==> src/rtl/mem_arbiter.sv <==
// Arbitrates one single-ported memory between instruction fetch and load/store.
// At most one read is in flight; a fetch starved by data traffic is promoted.
module mem_arbiter #(
    parameter int XLEN         = 32,
    parameter int STARVE_LIMIT = 4
) (
    input  logic            clk,
    input  logic            reset,

    input  logic            if_req,
    input  logic [XLEN-1:0] if_addr,
    output logic            if_gnt,
    output logic            if_rvalid,
    output logic [31:0]     if_rdata,

    input  logic            d_req,
    input  logic            d_we,
    input  logic [3:0]      d_be,
    input  logic [XLEN-1:0] d_addr,
    input  logic [XLEN-1:0] d_wdata,
    output logic            d_gnt,
    output logic            d_rvalid,
    output logic [XLEN-1:0] d_rdata,

    output logic            mem_req,
    output logic            mem_we,
    output logic [3:0]      mem_be,
    output logic [XLEN-1:0] mem_addr,
    output logic [XLEN-1:0] mem_wdata,
    input  logic            mem_gnt,
    input  logic            mem_rvalid,
    input  logic [XLEN-1:0] mem_rdata,

    output logic            stall_if,
    output logic            stall_mem,
    output logic            err_spurious
);
    localparam int CW = (STARVE_LIMIT < 1) ? 1 : $clog2(STARVE_LIMIT + 1);
    localparam logic [CW-1:0] STARVE_MAX = CW'(STARVE_LIMIT);

    typedef enum logic [1:0] {IDLE, RD_IF, RD_D} state_t;

    state_t        state_reg, state_next;
    logic [CW-1:0] starve_cnt_reg, starve_cnt_next;
    logic          hold_valid_reg, hold_if_reg;
    logic          err_reg;

    logic can_issue;
    logic sel_if;
    logic accept;
    logic is_read;

    // A new transfer may start when idle, or when the outstanding read returns this cycle.
    assign can_issue = (state_reg == IDLE) || mem_rvalid;

    // An offered-but-unaccepted requester keeps the port until it is granted.
    always_comb begin
        sel_if = 1'b0;
        if (hold_valid_reg && (hold_if_reg ? if_req : d_req))
            sel_if = hold_if_reg;
        else if (if_req && (starve_cnt_reg == STARVE_MAX))
            sel_if = 1'b1;
        else
            sel_if = if_req && !d_req;
    end

    assign mem_req   = reset && can_issue && (if_req || d_req);
    assign accept    = mem_req && mem_gnt;
    assign if_gnt    = accept && sel_if;
    assign d_gnt     = accept && !sel_if;
    assign is_read   = sel_if || !d_we;

    assign mem_we    = sel_if ? 1'b0  : d_we;
    assign mem_be    = sel_if ? 4'hF  : d_be;
    assign mem_addr  = sel_if ? if_addr : d_addr;
    assign mem_wdata = sel_if ? '0    : d_wdata;

    assign if_rvalid = (state_reg == RD_IF) && mem_rvalid;
    assign d_rvalid  = (state_reg == RD_D)  && mem_rvalid;
    assign if_rdata  = if_rvalid ? 32'(mem_rdata) : 32'h0;
    assign d_rdata   = d_rvalid  ? mem_rdata      : '0;

    assign stall_if     = if_req && !if_rvalid;
    assign stall_mem    = d_req && !(d_we ? d_gnt : d_rvalid);
    assign err_spurious = err_reg;

    always_comb begin
        state_next = state_reg;
        if ((state_reg != IDLE) && mem_rvalid)
            state_next = IDLE;
        if (accept && is_read)
            state_next = sel_if ? RD_IF : RD_D;
    end

    always_comb begin
        starve_cnt_next = starve_cnt_reg;
        if (!if_req || if_gnt)
            starve_cnt_next = '0;
        else if (d_gnt && (starve_cnt_reg != STARVE_MAX))
            starve_cnt_next = starve_cnt_reg + CW'(1);
    end

    always_ff @(posedge clk or negedge reset) begin
        if (!reset) begin
            state_reg      <= IDLE;
            starve_cnt_reg <= '0;
            hold_valid_reg <= 1'b0;
            hold_if_reg    <= 1'b0;
            err_reg        <= 1'b0;
        end else begin
            state_reg      <= state_next;
            starve_cnt_reg <= starve_cnt_next;
            hold_valid_reg <= mem_req && !mem_gnt;
            hold_if_reg    <= sel_if;
            // A response with nothing outstanding is dropped and flagged until reset.
            if ((state_reg == IDLE) && mem_rvalid)
                err_reg <= 1'b1;
        end
    end
endmodule

==> config.mk <==
export PLATFORM = sky130hd
export DESIGN_NAME = mem_arbiter
export DESIGN_NICKNAME = d
export VERILOG_FILES = /design/src/rtl/mem_arbiter.sv
export SDC_FILE = /design/constraint.sdc
export NUM_CORES = 1
export LEC_CHECK = 0
export BUFFER_PORTS_ARGS = -buffer_cell sky130_fd_sc_hd__buf_2
export CORE_AREA = 2 2 107 109
export DETAILED_ROUTE_END_ITERATION = 6
export DIE_AREA = 0 0 109 111
export PLACE_DENSITY = 0.47
export SYNTH_ARGS = -nofsm -noshare
export SYNTH_HDL_FRONTEND = slang
export SYNTH_SLANG_ARGS = --single-unit
export TNS_END_PERCENT = 100
==> constraint.sdc <==
create_clock -name clk -period 4.6 [get_ports clk]
set_input_delay 0.23 -clock clk [delete_from_list [all_inputs] [get_ports clk]]
set_output_delay 0.23 -clock clk [all_outputs]
set_load 0.01 [all_outputs]
==> qor.yml, run 1 <==
timing.max_cap.violations: 0
grt.overflow.total: 0
critPathBufInv: 3
max_slew.worst_pin.slew_ns: 0.9034
period_minus_slack_ns: 2.404
top_level_ports: 280
worst_setup_path_end_kind: "output port"
cts_max_level: 1
syn-mean-instance-area_um2: 5.736
worst_endpoint_required_time_ns: 4.37
synth_top_area_share_pct: 40.03
cts.sinks: 8
yosys_warnings: 0
vias_per_cell: 3.876
min-delay-path-class: "primary input to flop"
run_status: "complete, no violations"
finalSetupViolations: 0
grt_pass1_wl_mm: 11.15
detailed_place_hpwl_mm: 6.347
finalWirelength_mm: 7.614
clk_latency_ns: 0.24
crit_path_top_delay_cell: "sky130_fd_sc_hd__buf_4"
grt_max_degree: 73
netlist_cell_types: 27
cts_root_buf: "sky130_fd_sc_hd__clkbuf_16"
post-route-drc-count: 0
syn-instance-count: 267
post_drt_wl_per_cell_um: 11.25
leakagePower_nw: 2.053
floorplan.die_area_um2: 12100
ys_seq_elements: 8
finalWeightedCongestion: 0.7641
first_global_vias: 2327
fin_worst_hold_slack_ns: 0.2005
finalHoldViolations: 0
worst_clock_skew_ns: 0.003588
route.antenna.remaining_nets: 0
worstPathCellList: "inv_1 > ha_1 > and3b_1 > o21ai_4 > buf_4 > and2_1 > buf_2"
multiInputGateArea_um2: 1232
placedInstanceArea_um2: 3049
crit_path_max_incr_delay_ns: 0.50
drt-pass1-iter-count: 4
dr_total_vias: 2624
synth_enable_flop_cells: 0
die_x_um: 109
dr.first_iter.drc_count: 68
grtUsageTotal_pct: 11.30
cts_tree: "yes"
top_post_synthesis_cells_by_count: "sky130_fd_sc_hd__nand2_1, sky130_fd_sc_hd__and2_1, sky130_fd_sc_hd__clkbuf_1, sky130_fd_sc_hd__dfrtp_1"
async_flop_share_pct: 100.0
synth.area.top_cells: "sky130_fd_sc_hd__and2_1, sky130_fd_sc_hd__nand2_1, sky130_fd_sc_hd__dfrtp_1"
crit_type: "flop to output port"
cts_inserted_buffers: 3
initial_utilization_pct: 13.83
start_kind: "flop"
fillerInstances: 1248
grt_setup_unrepaired: "false"
final_min_period_over_clock_period_pct: 52.26
synth-seq-area-share_pct: 13.07
final_core_util_pct: 28.30
power_density_nw_per_um2: 153.0
chipHeight_um: 111
largest_reg_flops: 3
worst_ir_drop_vdd_mv: 0.1174
drv_slew: 0
yosys.cell_count.top_type: "sky130_fd_sc_hd__nand2_1"
std_cell_rows: 39
cell_area_after_synthesis_um2: 1531
regArea_um2: 200.2
buffers_added_on_ports: 279
maximum_fanout_encountered_on_the_critical_timing_path: 72
worst_path_dominant_cell_family: "buffers and inverters"
num_antenna_cells: 0
worst_ep_arrival_time_ns: 2.17
fp.coreArea_um2: 11080
post_route_cells_drive_above_1_share_pct: 53.93
worst_slew_margin_rel_pct: 39.77
clk_transition_reported_paths_ns: 0.04
synth_nets: 408
total_number_of_nets_in_the_final_design: 677
max-clock-path-buffers: 2
postLayoutCellArea_um2: 3134
fin_setup_tns_ns: 0
antenna_violations_before_repair: 0
fmax_mhz: 416.0
ys_flop_type: "sky130_fd_sc_hd__dfrtp_1"
synth_largest_area_cell: "sky130_fd_sc_hd__and2_1"
layout-area-overhead-vs-synth_pct: 104.7
[power breakdown]
part | switching [mW] | internal, mW
Sequential | 0.00241 | 0.0741
Clock | 0.0359 | 0.112
Combinational | 0.133 | 0.122
[cell usage in the layout (no fill, tap or decap)]
cell                            instances
sky130_fd_sc_hd__buf_2                279
sky130_fd_sc_hd__nand2_1              100
sky130_fd_sc_hd__and2_1                98
sky130_fd_sc_hd__dfrtp_1                8
sky130_fd_sc_hd__nor2_1                 6
sky130_fd_sc_hd__inv_1                  6
sky130_fd_sc_hd__nand2b_1               4
sky130_fd_sc_hd__clkbuf_16              3
sky130_fd_sc_hd__o21bai_1               2
sky130_fd_sc_hd__nand3_1                2
sky130_fd_sc_hd__a21oi_1                2
sky130_fd_sc_hd__nor2b_1                2
sky130_fd_sc_hd__o21ai_0                2
sky130_fd_sc_hd__or3_1                  2
sky130_fd_sc_hd__o22ai_1                2
sky130_fd_sc_hd__ha_1                   2
sky130_fd_sc_hd__buf_4                  2
sky130_fd_sc_hd__and3_1                 1
sky130_fd_sc_hd__and3b_1                1
sky130_fd_sc_hd__a21bo_2                1
sky130_fd_sc_hd__o21ai_4                1
sky130_fd_sc_hd__inv_2                  1
sky130_fd_sc_hd__o21a_1                 1
sky130_fd_sc_hd__o31ai_1                1
sky130_fd_sc_hd__nand4_1                1
sky130_fd_sc_hd__a221oi_1               1
sky130_fd_sc_hd__a31o_2                 1
sky130_fd_sc_hd__o41ai_1                1
sky130_fd_sc_hd__dlygate4sd3_1          1
[logic make-up (layout without fill, tap and decap cells)]
| family | after synthesis | count (layout) | share of synthesized area, % |
|---|---|---|---|
| compound gates | 15 | 15 | 7.517 |
| simple gates | 217 | 217 | 71.32 |
| flops | 8 | 8 | 13.07 |
| fa+ha+maj | 2 | 2 | 1.634 |
| buf+inv | 25 | 292 | 6.454 |
[stage by stage]
stage          power (mW)  std cells  setup WS (ns)
2_1_floorplan      0.1966        267          2.735
3_3_place_gp       0.3339        673          2.473
3_5_place_dp       0.3345        673          2.411
4_1_cts            0.4877        677          2.156
5_1_grt            0.5189        677          2.005
6_report           0.4797        677          2.196
[what timing repair did]
action / in CTS / in global routing
gates resized for setup: 0 / 0
buffers inserted: 0 / 0
hold buffers: 1 / 0
hold endpoints to repair: 8 / 0
[routing by layer]
layer / vias up / track usage (%) / share of wire [%]
met5: - / 0 / 0
met4: 0 / 2.051 / 0.75
met2: 125 / 21.08 / 51
met1: 1138 / 13.48 / 42
met3: 9 / 1.705 / 6.3
li1: 1352 / - / -
[final timing paths]
check / startpoint / end / slack (ns) / depth (start not counted)
setup / recovery: starve_cnt_reg[0]$_DFFE_PN0P_ / mem_wdata[30] / 2.20 / 7
hold / removal: mem_gnt / hold_valid_reg$_DFF_PN0_ / 0.20 / 2
setup reg to reg: starve_cnt_reg[0]$_DFFE_PN0P_ / starve_cnt_reg[1]$_DFFE_PN0P_ / 2.47 / 7
hold reg to reg: err_spurious$_DFFE_PN0P_ / err_spurious$_DFFE_PN0P_ / 0.46 / 1
max in group asynchronous: reset / err_spurious$_DFFE_PN0P_ / 4.02 / 2
min in group asynchronous: reset / hold_valid_reg$_DFF_PN0_ / 0.38 / 2
[cell type report]
| type | count | area share (%) |
|---|---|---|
| Timing Repair Buffer | 282 | 45.35 |
| Multi-Input combinational cell | 234 | 39.32 |
| Sequential cell | 8 | 6.387 |
| Tap cell | 143 | 5.709 |
| Clock buffer | 3 | 2.395 |
| Inverter | 7 | 0.8383 |
Power figures use the tool's default switching activity.
==> run 2: changes to the inputs <==
ABC_AREA = 1   (was not set)
CORE_AREA = 2 2 109 111   (was 2 2 107 109)
DIE_AREA = 0 0 111 113   (was 0 0 109 111)
clock period = 2.22 ns   (was 4.6 ns; I/O delays follow)
==> qor.yml, run 2 <==
grt_pass1_wl_mm: 12.45  # +12%
chipHeight_um: 113  # +1.8%
cts_inserted_buffers: 3  # unchanged
total_number_of_nets_in_the_final_design: 760  # +12%
largest_reg_flops: 3  # unchanged
clk_transition_reported_paths_ns: 0.03  # about the same
antenna_violations_before_repair: 1  # +1
yosys.cell_count.top_type: "sky130_fd_sc_hd__nor2_1"
regArea_um2: 200.2  # unchanged
max-clock-path-buffers: 2  # unchanged
finalWirelength_mm: 8.103  # +6.4%
cts_root_buf: "sky130_fd_sc_hd__clkbuf_16"
synth_enable_flop_cells: 0  # unchanged
first_global_vias: 2750  # +18%
fmax_mhz: 507.0
dr.first_iter.drc_count: 88  # +29%
report.power.total_mw: 1.260  # +160%
finalNonFillerCells: 760  # +12%
rrSetupSlack_ns: 0.53  # -1.94 ns
post_drt_wl_per_cell_um: 10.66  # -5.2%
r2r.worst_path.cells: 10  # +3
cell_area_after_synthesis_um2: 1625  # +6.1%
detailed_place_hpwl_mm: 7.144  # +13%
maximum_fanout_encountered_on_the_critical_timing_path: 59  # -18%
worst_ir_drop_vdd_mv: 0.2204  # +88%
layer_carrying_the_most_global_route_usage: "met2"
worst_hold_path.num_cells: 2  # unchanged
synth.area.top_cells: "sky130_fd_sc_hd__nor2_1, sky130_fd_sc_hd__nand2_1, sky130_fd_sc_hd__inv_1"
syn-instance-count: 348  # +30%
swShare_pct: 42.76  # +7.1 points
timing.max_cap.violations: 0  # unchanged
worst_flop_to_flop_path_startpoint: "starve_cnt_reg[0]$_DFFE_PN0P_"
finalWeightedCongestion: 0.8603  # +13%
gr-usage-met1_pct: 13.70  # +0.22 points
run_status: "complete, no violations"
drt-pass1-iter-count: 7  # +3
buffers_added_on_ports: 279  # unchanged
worst_slew_margin_rel_pct: 63.12  # +23 points
dr_total_vias: 2977  # +13%
cts_max_level: 1  # unchanged
grt.overflow.total: 0  # unchanged
synth_nets: 489  # +20%
p_clk_share_pct: 23.5  # -7.4 points
finalSetupViolations: 0  # unchanged
vias_per_cell: 3.917  # +1.1%
fp.coreArea_um2: 11270  # +1.8%
max_slew.worst_pin.slew_ns: 0.5524  # -0.3510 ns
groute.layer.met3.usage_pct: 2.196  # +0.49 points
fin_setup_tns_ns: 0  # unchanged
multiInputGateArea_um2: 1007  # -18%
grt_max_degree: 60  # -18%
final_core_util_pct: 28.42  # +0.12 points
leakagePower_nw: 2.407  # +17%
die_x_um: 111  # +1.8%
period_minus_slack_ns: 1.972
grtUsageTotal_pct: 11.73  # +0.43 points
initial_utilization_pct: 14.42  # +0.59 points
top_post_synthesis_cells_by_count: "sky130_fd_sc_hd__nor2_1, sky130_fd_sc_hd__nand2_1, sky130_fd_sc_hd__inv_1, sky130_fd_sc_hd__buf_2, sky130_fd_sc_hd__dfrtp_1"
post-route-drc-count: 0  # unchanged
post_cts_resize_count: 0  # unchanged
layout-area-overhead-vs-synth_pct: 97.07
fillerInstances: 1271  # +1.8%
layout.cells.most_common: "sky130_fd_sc_hd__buf_2"
std_cell_rows: 39  # unchanged
yosys_warnings: 0  # unchanged
worst_endpoint_required_time_ns: 2.11  # -2.26 ns
grt_setup_unrepaired: "false"
syn-mean-instance-area_um2: 4.670  # -19%
synth-seq-area-share_pct: 12.32  # -0.75 points
worstReg2RegEnd: "starve_cnt_reg[1]$_DFFE_PN0P_"
cts.sinks: 8  # unchanged
switching_power_uw: 539.0  # +220%
start_kind: "flop"
grt_util_met2_pct: 22.62  # +1.5 points
worst_setup_path_end_kind: "output port"
placed_cells: 756  # +12%
synth_largest_area_cell: "sky130_fd_sc_hd__nor2_1"
floorplan.die_area_um2: 12540  # +3.7%
whs_endpoint: "hold_valid_reg$_DFF_PN0_"
post-cts-setup-buffers: 0  # unchanged
clk_latency_ns: 0.23  # about the same
cts_tree: "yes"
top_level_ports: 280  # unchanged
placedInstanceArea_um2: 3118  # +2.3%
num_antenna_cells: 0  # unchanged
synth_top_area_share_pct: 24.94  # -15 points
cellInternalPower_uw: 721.4  # +130%
postLayoutCellArea_um2: 3203  # +2.2%
worst_hold_startpoint: "mem_gnt"
comb_power_share_pct: 61.9  # +8.7 points
async_flop_share_pct: 100.0  # unchanged
power_density_nw_per_um2: 393.5  # +160%
netlist_cell_types: 23  # -15%
layout.cells.most_common_list: "sky130_fd_sc_hd__buf_2, sky130_fd_sc_hd__nor2_1, sky130_fd_sc_hd__nand2_1, sky130_fd_sc_hd__inv_1, sky130_fd_sc_hd__dfrtp_1"
drv_slew: 0  # unchanged
crit_type: "flop to output port"
post_route_cells_drive_above_1_share_pct: 48.14  # -5.8 points
final_min_period_over_clock_period_pct: 88.85
worst_ep_arrival_time_ns: 1.86  # -0.31 ns
ys_seq_elements: 8  # unchanged
min-delay-path-class: "primary input to flop"
finalHoldViolations: 0  # unchanged
worst_clock_skew_ns: 0.001551  # -0.002036 ns
ys_flop_type: "sky130_fd_sc_hd__dfrtp_1"
part_of_the_total_power_dissipated_in_sequential_elements_pct: 14.5  # -1.4 points
route.antenna.remaining_nets: 0  # unchanged
-- run 2: changes by cell type after synthesis, sizes merged, moves of 4 or more --
cell    before  now
nor2         6  111
and2        98    0
inv          7   80
clkbuf      14    0
buf          4   17
nand2      100  109
or2          0    6
nand2b       4    0
nand3        2    6
-- run 2: worst max-delay path by stage --
stage / start / to / slack (ns)
after CTS: starve_cnt_reg[0]$_DFFE_PN0P_ / mem_addr[18] / 0.25
after global routing: starve_cnt_reg[0]$_DFFE_PN0P_ / mem_addr[22] / 0.04
after floorplan: starve_cnt_reg[0]$_DFFE_PN0P_ / starve_cnt_reg[1]$_DFFE_PN0P_ / 0.85
final: starve_cnt_reg[0]$_DFFE_PN0P_ / mem_be[3] / 0.25
after detailed placement: starve_cnt_reg[0]$_DFFE_PN0P_ / mem_addr[18] / 0.50
after global placement: starve_cnt_reg[0]$_DFFE_PN0P_ / mem_addr[7] / 0.51
-- run 2: layout make-up --
type,instances,share of cell area [%]
repair buffers,283,45.00
multi-input cells,243,31.45
clock buffers,3,2.344
inverters,80,9.375
well taps,143,5.586
flip-flops and latches,8,6.250
-- run 2: power by group through the flow --
| stage | clock network (mW) | registers (mW) | logic (mW) |
|---|---|---|---|
| floorplan | 0 | 0.181 | 0.433 |
| global placement | 0 | 0.184 | 0.787 |
| detailed placement | 0 | 0.185 | 0.788 |
| CTS | 0.300 | 0.183 | 0.793 |
| global route | 0.311 | 0.187 | 0.873 |
| finish | 0.297 | 0.183 | 0.781 |
-- run 2: timing repair --
| action | 4_1_cts | 5_1_grt |
|---|---|---|
| setup endpoints to repair | 0 | 0 |
| hold buffers | 1 | 0 |
| hold endpoints to repair | 8 | 0 |
-- run 2: logic make-up (layout without fill, tap and decap cells) --
| family | Yosys count | in the layout | synth area share, % |
|---|---|---|---|
| buffers and inverters | 97 | 366 | 25.71 |
| adder cells (fa/ha/maj) | 2 | 2 | 1.539 |
| AO/OA/AOI/OAI | 5 | 5 | 1.770 |
| AND/OR/NAND/NOR | 235 | 235 | 58.12 |
| flip-flops | 8 | 8 | 12.32 |
| XOR/XNOR | 1 | 1 | 0.5390 |
-- run 2: metal layers --
layer	up-vias	wire length [um]
met3	6	776
met5	-	13
met1	1275	3187
met2	183	4071
li1	1511	-
met4	2	53
-- run 2: worst max-delay path: stages (launching register included) --
cell                      delay (ns)
sky130_fd_sc_hd__dfrtp_1        0.38
sky130_fd_sc_hd__inv_1          0.09
sky130_fd_sc_hd__ha_1           0.17
sky130_fd_sc_hd__nand3_1        0.08
sky130_fd_sc_hd__nand2_1        0.08
sky130_fd_sc_hd__nand2_2        0.06
sky130_fd_sc_hd__inv_2          0.20
sky130_fd_sc_hd__buf_12         0.27
sky130_fd_sc_hd__or2_1          0.15
sky130_fd_sc_hd__buf_2          0.13
-- run 2: stage by stage --
step / worst slack (ns) / hold slack (ns)
after floorplan: 0.8453 / -0.1846
after global routing: 0.04329 / 0.08760
after detailed placement: 0.4960 / -0.02714
final: 0.2476 / 0.07424
after CTS: 0.2454 / 0.07478
after global placement: 0.5113 / -0.02917
==> run 3: changes to the inputs <==
clock period = 2 ns   (was 2.22 ns; I/O delays follow)
==> qor.yml, run 3 (synthesized netlist as in run 2, its figures left out) <==
run_status: "complete, no violations"
cts_tree: "yes"
switching_power_uw: 616.1  # +14%
first_global_vias: 2692  # -2.1%
rrSetupSlack_ns: 0.49  # -0.04 ns
vias_per_cell: 3.818  # -2.5%
cellInternalPower_uw: 827.5  # +15%
fmax_mhz: 534.1
max-clock-path-buffers: 2  # unchanged
worst_setup_path_end_kind: "output port"
start_kind: "flop"
worst_ep_arrival_time_ns: 1.77  # -0.09 ns
antenna_violations_before_repair: 1  # unchanged
finalHoldViolations: 0  # unchanged
worst_slew_margin_rel_pct: 63.53  # +0.41 points
cts.sinks: 8  # unchanged
final_core_util_pct: 29.37  # +0.95 points
chipHeight_um: 113  # unchanged
largest_reg_flops: 3  # unchanged
finalSetupViolations: 0  # unchanged
buffers_added_on_ports: 279  # unchanged
drt-pass1-iter-count: 4  # -3
route.antenna.remaining_nets: 0  # unchanged
worstPathCellList: "inv_1 > ha_1 > nand3_1 > nand2_1 > nand2_2 > clkinv_4 > clkbuf_16 > or2_1 > buf_2"
detailedPlace.worstSlack_ns: 0.3461  # -0.1499 ns
critPathBufInv: 4  # unchanged
power_density_nw_per_um2: 436.1  # +11%
grt_pass1_wl_mm: 12.48  # +0.22%
grtUsageTotal_pct: 11.79  # +0.057 points
worst_clock_skew_ns: 0.003287  # +0.001736 ns
layout-area-overhead-vs-synth_pct: 103.7
layout.cells.most_common_list: "sky130_fd_sc_hd__buf_2, sky130_fd_sc_hd__nor2_1, sky130_fd_sc_hd__nand2_1, sky130_fd_sc_hd__inv_1, sky130_fd_sc_hd__buf_4"
total_number_of_nets_in_the_final_design: 770  # +1.3%
initial_utilization_pct: 14.42  # unchanged
finalWirelength_mm: 8.484  # +4.7%
worst_endpoint_required_time_ns: 1.90  # -0.21 ns
die_x_um: 111  # unchanged
drv_slew: 0  # unchanged
leakagePower_nw: 2.465  # +2.4%
cts_root_buf: "sky130_fd_sc_hd__clkbuf_16"
maximum_fanout_encountered_on_the_critical_timing_path: 27  # -54%
cts_inserted_buffers: 3  # unchanged
crit_type: "flop to output port"
dr.first_iter.drc_count: 77  # -13%
finalWeightedCongestion: 0.8866  # +3.1%
timing.max_cap.violations: 0  # unchanged
worst_ir_drop_vdd_mv: 0.2442  # +11%
worst_setup_margin_ns: 0.1276  # -0.1200 ns
detailed_place_hpwl_mm: 7.246  # +1.4%
floorplan.die_area_um2: 12540  # unchanged
part_of_the_total_power_dissipated_in_sequential_elements_pct: 14.2  # -0.3 points
met3_wirelength_um: 790  # +1.8%
grt_setup_unrepaired: "false"
m1WireLength_mm: 3.418  # +7.2%
routed-wl-met2_mm: 4.219  # +3.6%
min-delay-path-class: "primary input to flop"
report.power.total_mw: 1.444  # +15%
max_slew.worst_pin.slew_ns: 0.5462  # -0.006130 ns
std_cell_rows: 39  # unchanged
fin_setup_tns_ns: 0  # unchanged
swShare_pct: 42.68  # -0.084 points
crit_path_max_incr_delay_ns: 0.33  # -0.05 ns
final_min_period_over_clock_period_pct: 93.62
top_level_ports: 280  # unchanged
crit_path_top_delay_cell: "sky130_fd_sc_hd__dfrtp_1"
period_minus_slack_ns: 1.872
post_route_cells_drive_above_1_share_pct: 49.12  # +0.99 points
p_clk_share_pct: 23.4  # about the same
post_drt_wl_per_cell_um: 11.02  # +3.3%
grt_max_degree: 56  # -6.7%
clk_transition_reported_paths_ns: 0.03  # about the same
dr_total_vias: 2940  # -1.2%
clk_latency_ns: 0.23  # about the same
post-route-drc-count: 0  # unchanged
layout.cells.most_common: "sky130_fd_sc_hd__buf_2"
comb_power_share_pct: 62.4  # +0.5 points
grt.overflow.total: 0  # unchanged
worst_path_dominant_cell_family: "buffers and inverters"
num_antenna_cells: 0  # unchanged
cts_max_level: 1  # unchanged
fp.coreArea_um2: 11270  # unchanged
routed.top_layer: "met4"
==> run 3: cell types whose count changed in the layout (fill, tap and decap cells not counted), sizes merged <==
| cell | change |
|---|---|
| buf | +9 |
| clkbuf | +1 |
| clkinv | +1 |
| inv | -1 |
==> run 3: path summary, 6_finish.rpt <==
kind | to | depth (start not counted) | start
hold / removal | hold_valid_reg$_DFF_PN0_ | 2 | mem_gnt
max in group asynchronous | starve_cnt_reg[0]$_DFFE_PN0P_ | 2 | reset
setup / recovery | mem_be[1] | 9 | starve_cnt_reg[0]$_DFFE_PN0P_
setup reg to reg | state_reg[0]$_DFFE_PN0P_ | 10 | starve_cnt_reg[1]$_DFFE_PN0P_
hold reg to reg | err_spurious$_DFFE_PN0P_ | 1 | err_spurious$_DFFE_PN0P_
min in group asynchronous | state_reg[0]$_DFFE_PN0P_ | 2 | reset
==> run 3: metal layers <==
metal | track usage [%] | up-vias
li1 | - | 1526
met1 | 13.76 | 1235
met2 | 22.41 | 174
met3 | 2.196 | 5
met4 | 2.500 | 0
met5 | 0 | -
==> run 3: repair_timing <==
item	4_1_cts	5_1_grt
hold buffers	1	0
gates resized for setup	0	7
endpoints found under the hold margin	8	0
setup buffers	0	7
endpoints found under the setup margin	0	38
==> run 3: layout make-up <==
class | instances | area [um^2]
inverter | 80 | 305.3
timing repair buffer | 293 | 1541
multi-input combinational | 243 | 1010
fill | 1307 | 7961
sequential | 8 | 200.2
clock buffer | 3 | 75.07
tap | 143 | 178.9
==> run 3: stage by stage <==
stage                     hold WS [ns]  area, um^2  std cells
after floorplan                -0.1956        1625        348
after global placement        -0.03996        3133        758
after detailed placement      -0.03683        3133        758
after CTS                      0.05092        3218        762
after global routing           0.06225        3311        770
final                          0.05435        3311        770
==> run 3: power groups by stage <==
stage | Combinational (mW) | Clock [mW] | Sequential [mW]
global route | 1.00 | 0.352 | 0.207
detailed placement | 0.878 | 0 | 0.206
finish | 0.901 | 0.338 | 0.204
CTS | 0.883 | 0.344 | 0.204
global placement | 0.879 | 0 | 0.205
floorplan | 0.481 | 0 | 0.201
